<file path="src/rtl/peg_l2_rmii_rx_if.sv">
// Received byte stream from the RMII deframer towards the L2 header parser and FCS consumer.
// Error flags are meaningful only on the rx_eop beat.
interface peg_l2_rmii_rx_if;
  logic       rx_valid;
  logic [7:0] rx_data;
  logic       rx_sop;
  logic       rx_eop;
  logic       rx_err_crc;
  logic       rx_err_runt;
  logic       rx_err_giant;
  logic       rx_err_align;

  modport master (
    output rx_valid,
    output rx_data,
    output rx_sop,
    output rx_eop,
    output rx_err_crc,
    output rx_err_runt,
    output rx_err_giant,
    output rx_err_align
  );

  modport slave (
    input rx_valid,
    input rx_data,
    input rx_sop,
    input rx_eop,
    input rx_err_crc,
    input rx_err_runt,
    input rx_err_giant,
    input rx_err_align
  );
endinterface

</file>
<file path="src/rtl/peg_l2_rmii_rx.sv">
// RMII receive deframer: strips preamble/SFD, packs di-bits into bytes and flags
// CRC, runt, giant and alignment errors on the last byte of each frame.
module peg_l2_rmii_rx #(
  parameter int unsigned MIN_FRAME_BYTES = 64,
  parameter int unsigned MAX_FRAME_BYTES = 1522
) (
  input  logic             clk,
  input  logic             rst,
  input  logic             speed_100,
  input  logic             rmii_crs_dv,
  input  logic [1:0]       rmii_rxd,
  peg_l2_rmii_rx_if.master rx
);

  localparam logic [31:0] CRC_POLY    = 32'hEDB88320;
  localparam logic [31:0] CRC_RESIDUE = 32'hDEBB20E3;
  localparam logic [10:0] MIN_BYTES   = 11'(MIN_FRAME_BYTES);
  localparam logic [10:0] MAX_BYTES   = 11'(MAX_FRAME_BYTES);

  typedef enum logic [1:0] {
    IDLE,
    PREAMBLE,
    DATA,
    DROP
  } state_t;

  state_t      state;
  state_t      state_nxt;

  logic        crs_q;
  logic        crs_rise;
  logic        sample_en;
  logic [3:0]  div_cnt;

  logic        seen_pre;
  logic [1:0]  dibit_cnt;
  logic [5:0]  shreg;
  logic [7:0]  new_byte;
  logic [7:0]  held;
  logic        have_held;
  logic        sop_pend;
  logic [10:0] byte_cnt;
  logic [31:0] crc;
  logic        byte_done;

  logic        pre_clr;
  logic        pre_set;
  logic        sfd;
  logic        shift;
  logic        commit;
  logic        emit;
  logic        last;
  logic        giant;

  function automatic logic [31:0] crc_dibit(input logic [31:0] crc_in, input logic [1:0] dibit);
    logic [31:0] c;
    c = crc_in;
    for (int unsigned i = 0; i < 2; i++) begin
      c = (c >> 1) ^ ((c[0] ^ dibit[i]) ? CRC_POLY : '0);
    end
    return c;
  endfunction

  // At 10 Mb/s the divider is re-phased on carrier rise so each di-bit is
  // sampled at the same offset inside its 10-cycle window.
  always_comb begin
    crs_rise  = rmii_crs_dv & ~crs_q;
    sample_en = speed_100 | crs_rise | (div_cnt == '0);
  end

  always_ff @(posedge clk) begin
    if (rst) begin
      crs_q   <= 1'b0;
      div_cnt <= '0;
    end else begin
      crs_q <= rmii_crs_dv;
      if (crs_rise) begin
        div_cnt <= 4'd1;
      end else if (div_cnt == 4'd9) begin
        div_cnt <= '0;
      end else begin
        div_cnt <= div_cnt + 4'd1;
      end
    end
  end

  always_comb begin
    new_byte  = {rmii_rxd, shreg};
    byte_done = (dibit_cnt == 2'd3);
  end

  always_ff @(posedge clk) begin
    if (rst) begin
      state <= IDLE;
    end else begin
      state <= state_nxt;
    end
  end

  always_comb begin
    state_nxt = state;
    pre_clr   = 1'b0;
    pre_set   = 1'b0;
    sfd       = 1'b0;
    shift     = 1'b0;
    commit    = 1'b0;
    emit      = 1'b0;
    last      = 1'b0;
    giant     = 1'b0;
    case (state)
      IDLE: begin
        if (sample_en && rmii_crs_dv) begin
          state_nxt = PREAMBLE;
          pre_clr   = 1'b1;
        end
      end
      PREAMBLE: begin
        if (sample_en) begin
          if (!rmii_crs_dv) begin
            state_nxt = IDLE;
          end else begin
            case (rmii_rxd)
              2'b01: pre_set = 1'b1;
              2'b11: begin
                if (seen_pre) begin
                  state_nxt = DATA;
                  sfd       = 1'b1;
                end else begin
                  state_nxt = DROP;
                end
              end
              2'b10:   state_nxt = DROP;
              default: ;
            endcase
          end
        end
      end
      DATA: begin
        if (sample_en) begin
          if (!rmii_crs_dv) begin
            // The held byte is the last one; nothing held means a zero-byte frame.
            state_nxt = IDLE;
            emit      = have_held;
            last      = 1'b1;
          end else begin
            shift = 1'b1;
            if (byte_done) begin
              if (byte_cnt >= MAX_BYTES) begin
                state_nxt = DROP;
                emit      = have_held;
                last      = 1'b1;
                giant     = 1'b1;
              end else begin
                commit = 1'b1;
                emit   = have_held;
              end
            end
          end
        end
      end
      DROP: begin
        if (sample_en && !rmii_crs_dv) begin
          state_nxt = IDLE;
        end
      end
      default: state_nxt = IDLE;
    endcase
  end

  always_ff @(posedge clk) begin
    if (rst) begin
      seen_pre        <= 1'b0;
      dibit_cnt       <= '0;
      shreg           <= '0;
      held            <= '0;
      have_held       <= 1'b0;
      sop_pend        <= 1'b0;
      byte_cnt        <= '0;
      crc             <= '1;
      rx.rx_valid     <= 1'b0;
      rx.rx_data      <= '0;
      rx.rx_sop       <= 1'b0;
      rx.rx_eop       <= 1'b0;
      rx.rx_err_crc   <= 1'b0;
      rx.rx_err_runt  <= 1'b0;
      rx.rx_err_giant <= 1'b0;
      rx.rx_err_align <= 1'b0;
    end else begin
      rx.rx_valid     <= 1'b0;
      rx.rx_sop       <= 1'b0;
      rx.rx_eop       <= 1'b0;
      rx.rx_err_crc   <= 1'b0;
      rx.rx_err_runt  <= 1'b0;
      rx.rx_err_giant <= 1'b0;
      rx.rx_err_align <= 1'b0;

      if (pre_clr) begin
        seen_pre <= 1'b0;
      end else if (pre_set) begin
        seen_pre <= 1'b1;
      end

      if (sfd) begin
        dibit_cnt <= '0;
        byte_cnt  <= '0;
        crc       <= '1;
        have_held <= 1'b0;
        sop_pend  <= 1'b1;
      end

      if (shift) begin
        shreg     <= {rmii_rxd, shreg[5:2]};
        dibit_cnt <= dibit_cnt + 2'd1;
        crc       <= crc_dibit(crc, rmii_rxd);
      end

      // One-byte hold delays output so the final byte can carry eop and status.
      if (commit) begin
        held      <= new_byte;
        have_held <= 1'b1;
        if (byte_cnt != '1) begin
          byte_cnt <= byte_cnt + 11'd1;
        end
      end

      if (last) begin
        have_held <= 1'b0;
      end

      if (emit) begin
        rx.rx_valid <= 1'b1;
        rx.rx_data  <= held;
        rx.rx_sop   <= sop_pend;
        rx.rx_eop   <= last;
        sop_pend    <= 1'b0;
        if (giant) begin
          rx.rx_err_giant <= 1'b1;
        end else if (last) begin
          rx.rx_err_align <= (dibit_cnt != '0);
          rx.rx_err_crc   <= (crc != CRC_RESIDUE);
          rx.rx_err_runt  <= (byte_cnt < MIN_BYTES);
        end
      end
    end
  end

endmodule

</file>
<file path="src/flat_wrapper.sv">
// flat-port wrapper written by rule: the top's interface ports become plain ports
module peg_l2_rmii_rx_flat 
#(
  parameter int unsigned MIN_FRAME_BYTES = 64,
  parameter int unsigned MAX_FRAME_BYTES = 1522
)
  (clk, rst, speed_100, rmii_crs_dv, rmii_rxd, rx_rx_valid, rx_rx_data, rx_rx_sop, rx_rx_eop, rx_rx_err_crc, rx_rx_err_runt, rx_rx_err_giant, rx_rx_err_align);
  peg_l2_rmii_rx_if rx_i ();
  input  logic clk;
  input  logic rst;
  input  logic speed_100;
  input  logic rmii_crs_dv;
  input  logic [1:0] rmii_rxd;
  output wire logic [$bits(rx_i.rx_valid)-1:0] rx_rx_valid;
  output wire logic [$bits(rx_i.rx_data)-1:0] rx_rx_data;
  output wire logic [$bits(rx_i.rx_sop)-1:0] rx_rx_sop;
  output wire logic [$bits(rx_i.rx_eop)-1:0] rx_rx_eop;
  output wire logic [$bits(rx_i.rx_err_crc)-1:0] rx_rx_err_crc;
  output wire logic [$bits(rx_i.rx_err_runt)-1:0] rx_rx_err_runt;
  output wire logic [$bits(rx_i.rx_err_giant)-1:0] rx_rx_err_giant;
  output wire logic [$bits(rx_i.rx_err_align)-1:0] rx_rx_err_align;
  assign rx_rx_valid = rx_i.rx_valid;
  assign rx_rx_data = rx_i.rx_data;
  assign rx_rx_sop = rx_i.rx_sop;
  assign rx_rx_eop = rx_i.rx_eop;
  assign rx_rx_err_crc = rx_i.rx_err_crc;
  assign rx_rx_err_runt = rx_i.rx_err_runt;
  assign rx_rx_err_giant = rx_i.rx_err_giant;
  assign rx_rx_err_align = rx_i.rx_err_align;
  peg_l2_rmii_rx #(.MIN_FRAME_BYTES(MIN_FRAME_BYTES), .MAX_FRAME_BYTES(MAX_FRAME_BYTES)) u_core (.clk(clk), .rst(rst), .speed_100(speed_100), .rmii_crs_dv(rmii_crs_dv), .rmii_rxd(rmii_rxd), .rx(rx_i));
endmodule
</file>
<file path="config.mk">
export PLATFORM = sky130hd
export DESIGN_NAME = peg_l2_rmii_rx_flat
export DESIGN_NICKNAME = d
export VERILOG_FILES = /design/src/rtl/peg_l2_rmii_rx_if.sv /design/src/rtl/peg_l2_rmii_rx.sv /design/src/flat_wrapper.sv
export SDC_FILE = /design/constraint.sdc
export NUM_CORES = 1
export LEC_CHECK = 0
export ABC_CLOCK_PERIOD_IN_PS = 2700
export CAP_MARGIN = 0
export CORE_UTILIZATION = 37
export CTS_CLUSTER_SIZE = 28
export DETAILED_ROUTE_END_ITERATION = 6
export GPL_TIMING_DRIVEN = 0
export PLACE_DENSITY = 0.5
export REMOVE_ABC_BUFFERS = 1
export SLEW_MARGIN = 20
export SYNTH_ARGS = -nofsm -noshare
export SYNTH_HDL_FRONTEND = slang
export SYNTH_SLANG_ARGS = --single-unit
</file>
<file path="constraint.sdc">
create_clock -name clk -period 2.7 [get_ports clk]
set_input_delay 0.405 -clock clk [delete_from_list [all_inputs] [get_ports clk]]
set_output_delay 0.405 -clock clk [all_outputs]
set_load 0.01 [all_outputs]
</file>
### Word-level counts from Yosys, hierarchy flattened

Index checks and enable logic that the tools add are counted.
Widths: inputs -> output; s select.

* bits in registers: 84

* $add $sub $neg: 3
* magnitude comparators: 2
* eq/ne operators: 17
* mux-type cells: 57
* bitwise gates (word level): 10
* reduce and logical (&&, ||, !) cells: 15

Operators with widths (number)
* $mux 32: 4
* $xor 31x32->32: 2
* $mux 1: 38
* $mux 11: 3
* $ne 32x32->1 const B: 1
* $mux 2: 10
* $add 11x1->11 const B: 1
* $ge 11x11->1 const B: 1
* $lt 11x7->1 const B: 1
* $ne 11x11->1 const B: 1
* $eq 2x2->1 const B: 5
* $ne 2x1->1 const B: 4
* $pmux 2 s4: 1
* $reduce_or 2->1: 4
* $reduce_and 7->1: 1
* $ne 3x2->1 const B: 2
* $reduce_bool 2->1: 3
* $add 4x1->4 const B: 1
* $eq 2x1->1 const B: 2
* $eq 4x4->1 const B: 1
* $logic_not 4->1: 1
* $ne 4x3->1 const B: 1
* $pmux 2 s2: 1
* $reduce_or 4->1: 1
* 9 further kinds: 14

### Depth between registers and ports, before layout

* depth in word-level cells: 9
* gate-level depth with buffers: 10

### Least setup slack after synthesis

Ideal clock, no wire load.

* path kind: reg-to-reg
* start: register u_core.div_cnt[0]
* end: register u_core.byte_cnt[8]
* arrival: 2.143 ns
* data required time: 2.573 ns
* slack: 0.430 ns
* stages on the path, launching flop included: 10
* path buffers: 2
* cells stage by stage: dfxtp_1 > inv_1 > ha_1 > or3b_1 > buf_2 > a311o_1 > or2_1 > buf_2 > and4b_1 > or3_1

* longest elaborated chain between the ends: 7
* elaborated cells between the ends (all ways): 9
* those cells by class: mux (7); bitwise (1); reduce/logical (1)

RTL lines
* from (decl): RTL line peg_l2_rmii_rx.sv:33 `logic [3:0] div_cnt;`
* from (signal assigned): RTL line peg_l2_rmii_rx.sv:82 `div_cnt <= div_cnt + 4'd1;`
* $logic_not 4->1 *: RTL line peg_l2_rmii_rx.sv:68 `sample_en = speed_100 | crs_rise | (div_cnt == '0);`
* $or 1x1->1 *: RTL line peg_l2_rmii_rx.sv:68
* $mux 1: RTL line peg_l2_rmii_rx.sv:118 `if (sample_en) begin`
* $mux 1: RTL line peg_l2_rmii_rx.sv:110 `case (state)`
* $mux 11: RTL line peg_l2_rmii_rx.sv:203 `if (sfd) begin`
* $mux 11: RTL line peg_l2_rmii_rx.sv:221 `if (byte_cnt != '1) begin`
* $mux 11 *: RTL line peg_l2_rmii_rx.sv:218 `if (commit) begin`
* to (signal assigned): RTL line peg_l2_rmii_rx.sv:222 `byte_cnt <= byte_cnt + 11'd1;`
* to (decl): RTL line peg_l2_rmii_rx.sv:42 `logic [10:0] byte_cnt;`

Mark *: on every way between the ends. The rest lies on a longest branch, timed or not.
A chain may end at the register's enable or synchronous reset.

### Worst setup path after layout

* start: input port rmii_crs_dv
* end: register u_core.rx.rx_err_crc

* longest elaborated chain between the ends: 7
* elaborated cells between the ends (all ways): 15
* those cells by class: mux (9); bitwise (5); reduce/logical (1)

RTL lines
* from (decl): RTL line flat_wrapper.sv:12 `input logic rmii_crs_dv;`
* $and 1x1->1: RTL line peg_l2_rmii_rx.sv:67 `crs_rise = rmii_crs_dv & ~crs_q;`
* $or 1x1->1 (2 in a row): RTL line peg_l2_rmii_rx.sv:68
* $mux 1: RTL line peg_l2_rmii_rx.sv:139 `if (sample_en) begin`
* $mux 1: RTL line peg_l2_rmii_rx.sv:110
* $not 1->1 (no line)
* $reduce_or 4->1 (no line) *
* to (signal assigned): RTL line peg_l2_rmii_rx.sv:240 `rx.rx_err_crc <= (crc != CRC_RESIDUE);`
* to (decl): RTL line peg_l2_rmii_rx_if.sv:18 `output rx_err_crc,`

Marks and branches as above.

==> flow_metrics.env <==
export IMPL_die_h_um=98.45
export IMPL_hold_end="u_core.held[0]$_SDFFE_PP0N_"
export IMPL_wl_per_cell_um=13.93
export IMPL_clk_pin_slew_worst_paths_ns=0.09
export IMPL_antennaDiodeCount=0
export IMPL_min_period_ns=2.496
export IMPL_power_density_nw_per_um2=568.4
export IMPL_ys_flop_type="dfxtp_1"
export IMPL_die_area_um2=9692
export IMPL_grt_overflow=0
export IMPL_worstHoldPathCells=2
export IMPL_cap_violations=0
export IMPL_globalplace_congestion=0.7342
export IMPL_grt_pass1_vias=2429
export IMPL_crit_fanout=9
export IMPL_num_vias=2629
export IMPL_numPortBuffers=20
export IMPL_cts_sinks=84
export IMPL_layout_nets=409
export IMPL_ys_seq_area_frac=0.4885
export IMPL_wl_met1_mm=3.687
export IMPL_rows=34
export IMPL_post_dp_hpwl_mm=4.589
export IMPL_grt_max_degree=36
export IMPL_highest_layer="met4"
export IMPL_ir_drop_mv=0.2010
export IMPL_leakagePower_nw=1.354
export IMPL_utilization=0.4543
export IMPL_clk_latency_ns=0.35
export IMPL_synthArstFlopShare=0
export IMPL_cts_root_buf="clkbuf_8"
export IMPL_grt_setup_unrepaired="no"
export IMPL_skew_ns=0.01050
export IMPL_ant_nets=0
export IMPL_tightest_slew_ns=0.9012
export IMPL_avgSynthCellArea_um2=9.082
export IMPL_cts_buffers=9
export IMPL_cts_tree="built"
export IMPL_drv_slew=0
export IMPL_period_share=0.9243
export IMPL_p_total_mw=2.285
export IMPL_r2r_end="u_core.byte_cnt[8]$_SDFF_PP0_"
export IMPL_drive_gt1_frac=0.08209
export IMPL_worstPathArrival_ns=2.76
export IMPL_htreeDepth=3
export IMPL_r2r_setup_slack_ns=0.22
export IMPL_post_drt_via_cell_ratio=5.155
export IMPL_synth_edf_count=0
export IMPL_initial_utilization=0.3890
export IMPL_grt_total_usage=0.1558
export IMPL_drtIter0Drc=83
export IMPL_antenna_found_initial=0
export IMPL_die_x_um=98.45
export IMPL_timing_hold_worst_class="flip-flop to flip-flop"
export IMPL_outcome="completed"
export IMPL_drt_pre_antenna_iters=6
export IMPL_min_from="u_core.shreg[0]$_SDFFE_PP0P_"
export IMPL_ys_warn_count=0
export IMPL_syn_to_final_growth_pct=16.79
export IMPL_hold_viol_final=0
export IMPL_core_region_area_um2=8848
export IMPL_wl_met2_mm=3.128
export IMPL_setup_viol=0
export IMPL_wl_met3_um=199
export IMPL_fmax_mhz=400.7
export IMPL_syn_instance_count=379
export IMPL_drc_errors=0
export IMPL_start_kind="input port"
export IMPL_relSlewSlack=0.3949
export IMPL_timing_rr_start="u_core.div_cnt[0]$_SDFF_PP0_"
export IMPL_worstSetupEndpointType="flip-flop"
export IMPL_synth_cell_types=46
export IMPL_worstPathRequired_ns=2.96
export IMPL_grt_pass1_wl_mm=12.08
export IMPL_wirelength_mm=7.103
export IMPL_worstSetupPathType="input port to flip-flop"
export IMPL_ios=21
export IMPL_reg2reg_depth=7
export IMPL_synth_seq_cells=84
export IMPL_synth_area_um2=3442
export IMPL_clockBufferDepth=2
## layer usage
| layer | vias to the layer above | track usage |
|---|---|---|
| met5 | - | 0 |
| met4 | 0 | 0.05855 |
| met3 | 8 | 0.02766 |
| met2 | 33 | 0.2443 |
| met1 | 1220 | 0.2150 |
| li1 | 1368 | - |
## stage by stage
stage	hold slack [ns]	setup WS (ns)	cell area (um2)	std cells	TNS (ns)
floorplan	0.4165	-0.1461	3359	359	-3.451
global placement	0.4429	-2.023	3695	487	-89.64
detailed placement	0.4443	-0.3875	3786	491	-6.234
CTS	0.4575	0.005395	3988	507	0
global route	0.4768	0.01634	4020	510	0
finish	0.4559	0.2044	4020	510	0
## power breakdown
part           internal, mW  total (mW)  switching (mW)
clock network         0.433       0.906           0.474
registers              1.25        1.26          0.0102
logic                0.0512       0.121          0.0700
total                  1.73        2.29           0.554
## final cells by class
| type | count | area [um2] |
|---|---|---|
| multi-input combinational | 263 | 1672 |
| fill | 884 | 4828 |
| inverter | 12 | 45.04 |
| sequential | 84 | 1682 |
| clock inverter | 7 | 75.07 |
| tap | 108 | 135.1 |
| clock buffer | 9 | 123.9 |
| timing repair buffer | 27 | 287.8 |
## cell usage in the layout, fill, tap and decap left out, drive strengths merged, types with 4 or more instances in the layout
cell type	Yosys	final
xor2	8	8
buf	7	8
clkbuf	13	9
nand2b	28	28
nand2	33	33
nor2	28	28
nand3	10	10
nor4	5	5
clkdlybuf4s50	0	19
nor3	14	14
a31oi	4	4
nand4	4	4
ha	6	6
inv	11	12
a21oi	26	26
xnor2	21	21
clkinv	1	6
a211oi	4	4
nand4b	5	5
a22o	8	8
dfxtp	84	84
o22ai	26	26
## kinds of logic (layout without fill, tap and decap cells)
kind of cell | after synthesis | after routing | share of synthesized area
AO/OA/AOI/OAI | 82 | 82 | 0.1559
buffers and inverters | 32 | 55 | 0.03708
adder cells (fa/ha/maj) | 6 | 6 | 0.02181
AND/OR/NAND/NOR | 146 | 146 | 0.2228
flip-flops | 84 | 84 | 0.4885
XOR/XNOR | 29 | 29 | 0.07379
## state kept, by name, indices dropped and copies added (netlist names), 2 cells and up
register           cells
u_core.held            8
u_core.byte_cnt       11
u_core.div_cnt         4
u_core.shreg           6
u_core.rx.rx_data      8
u_core.crc            32
u_core.dibit_cnt       2
u_core.state           2
## how the worst max path moves through the flow
stage | startpoint | end | slack [ns] | depth (start not counted)
final | rmii_crs_dv | u_core.rx.rx_err_crc$_SDFF_PP0_ | 0.20 | 7
after global routing | rmii_crs_dv | u_core.rx.rx_err_runt$_SDFF_PP0_ | 0.02 | 7
after CTS | u_core.div_cnt[0]$_SDFF_PP0_ | u_core.byte_cnt[8]$_SDFF_PP0_ | 0.005 | 7
after detailed placement | rmii_crs_dv | u_core.byte_cnt[8]$_SDFF_PP0_ | -0.39 | 6
after global placement | rst | u_core.rx.rx_err_runt$_SDFF_PP0_ | -2.02 | 4
after floorplan | u_core.div_cnt[0]$_SDFF_PP0_ | u_core.crc[0]$_SDFFE_PP1P_ | -0.15 | 7
## what timing repair did
action / CTS / global route
buffers inserted: 0 / 3
resized for setup: 2 / 2
pin swaps: 1 / 1
hold buffers: 0 / 0
endpoints found under the setup margin: 14 / 7
## synth_stat cells (4+ instances only)
master / n / area [um2]
dfxtp_1: 84 / 1682
nand2_1: 33 / 123.9
nand2b_1: 28 / 175.2
nor2_1: 28 / 105.1
a21oi_1: 26 / 130.1
o22ai_1: 26 / 162.7
xnor2_1: 21 / 183.9
nor3_1: 14 / 70.07
clkbuf_1: 13 / 48.80
inv_1: 11 / 41.29
nand3_1: 10 / 50.05
a22o_1: 8 / 70.07
xor2_1: 8 / 70.07
buf_2: 6 / 30.03
ha_1: 6 / 75.07
nand4b_1: 5 / 43.79
nor4_1: 5 / 31.28
a211oi_1: 4 / 30.03
a31oi_1: 4 / 25.02
nand4_1: 4 / 25.02
## worst max-delay path: stages
cell and delay (ns):
clkdlybuf4s50_1 0.58, clkinv_1 0.28, o211a_1 0.37, nor4_2 0.53
buf_4 0.25, nand3b_1 0.16, a21oi_1 0.19
(Power assumes the default switching activity.)
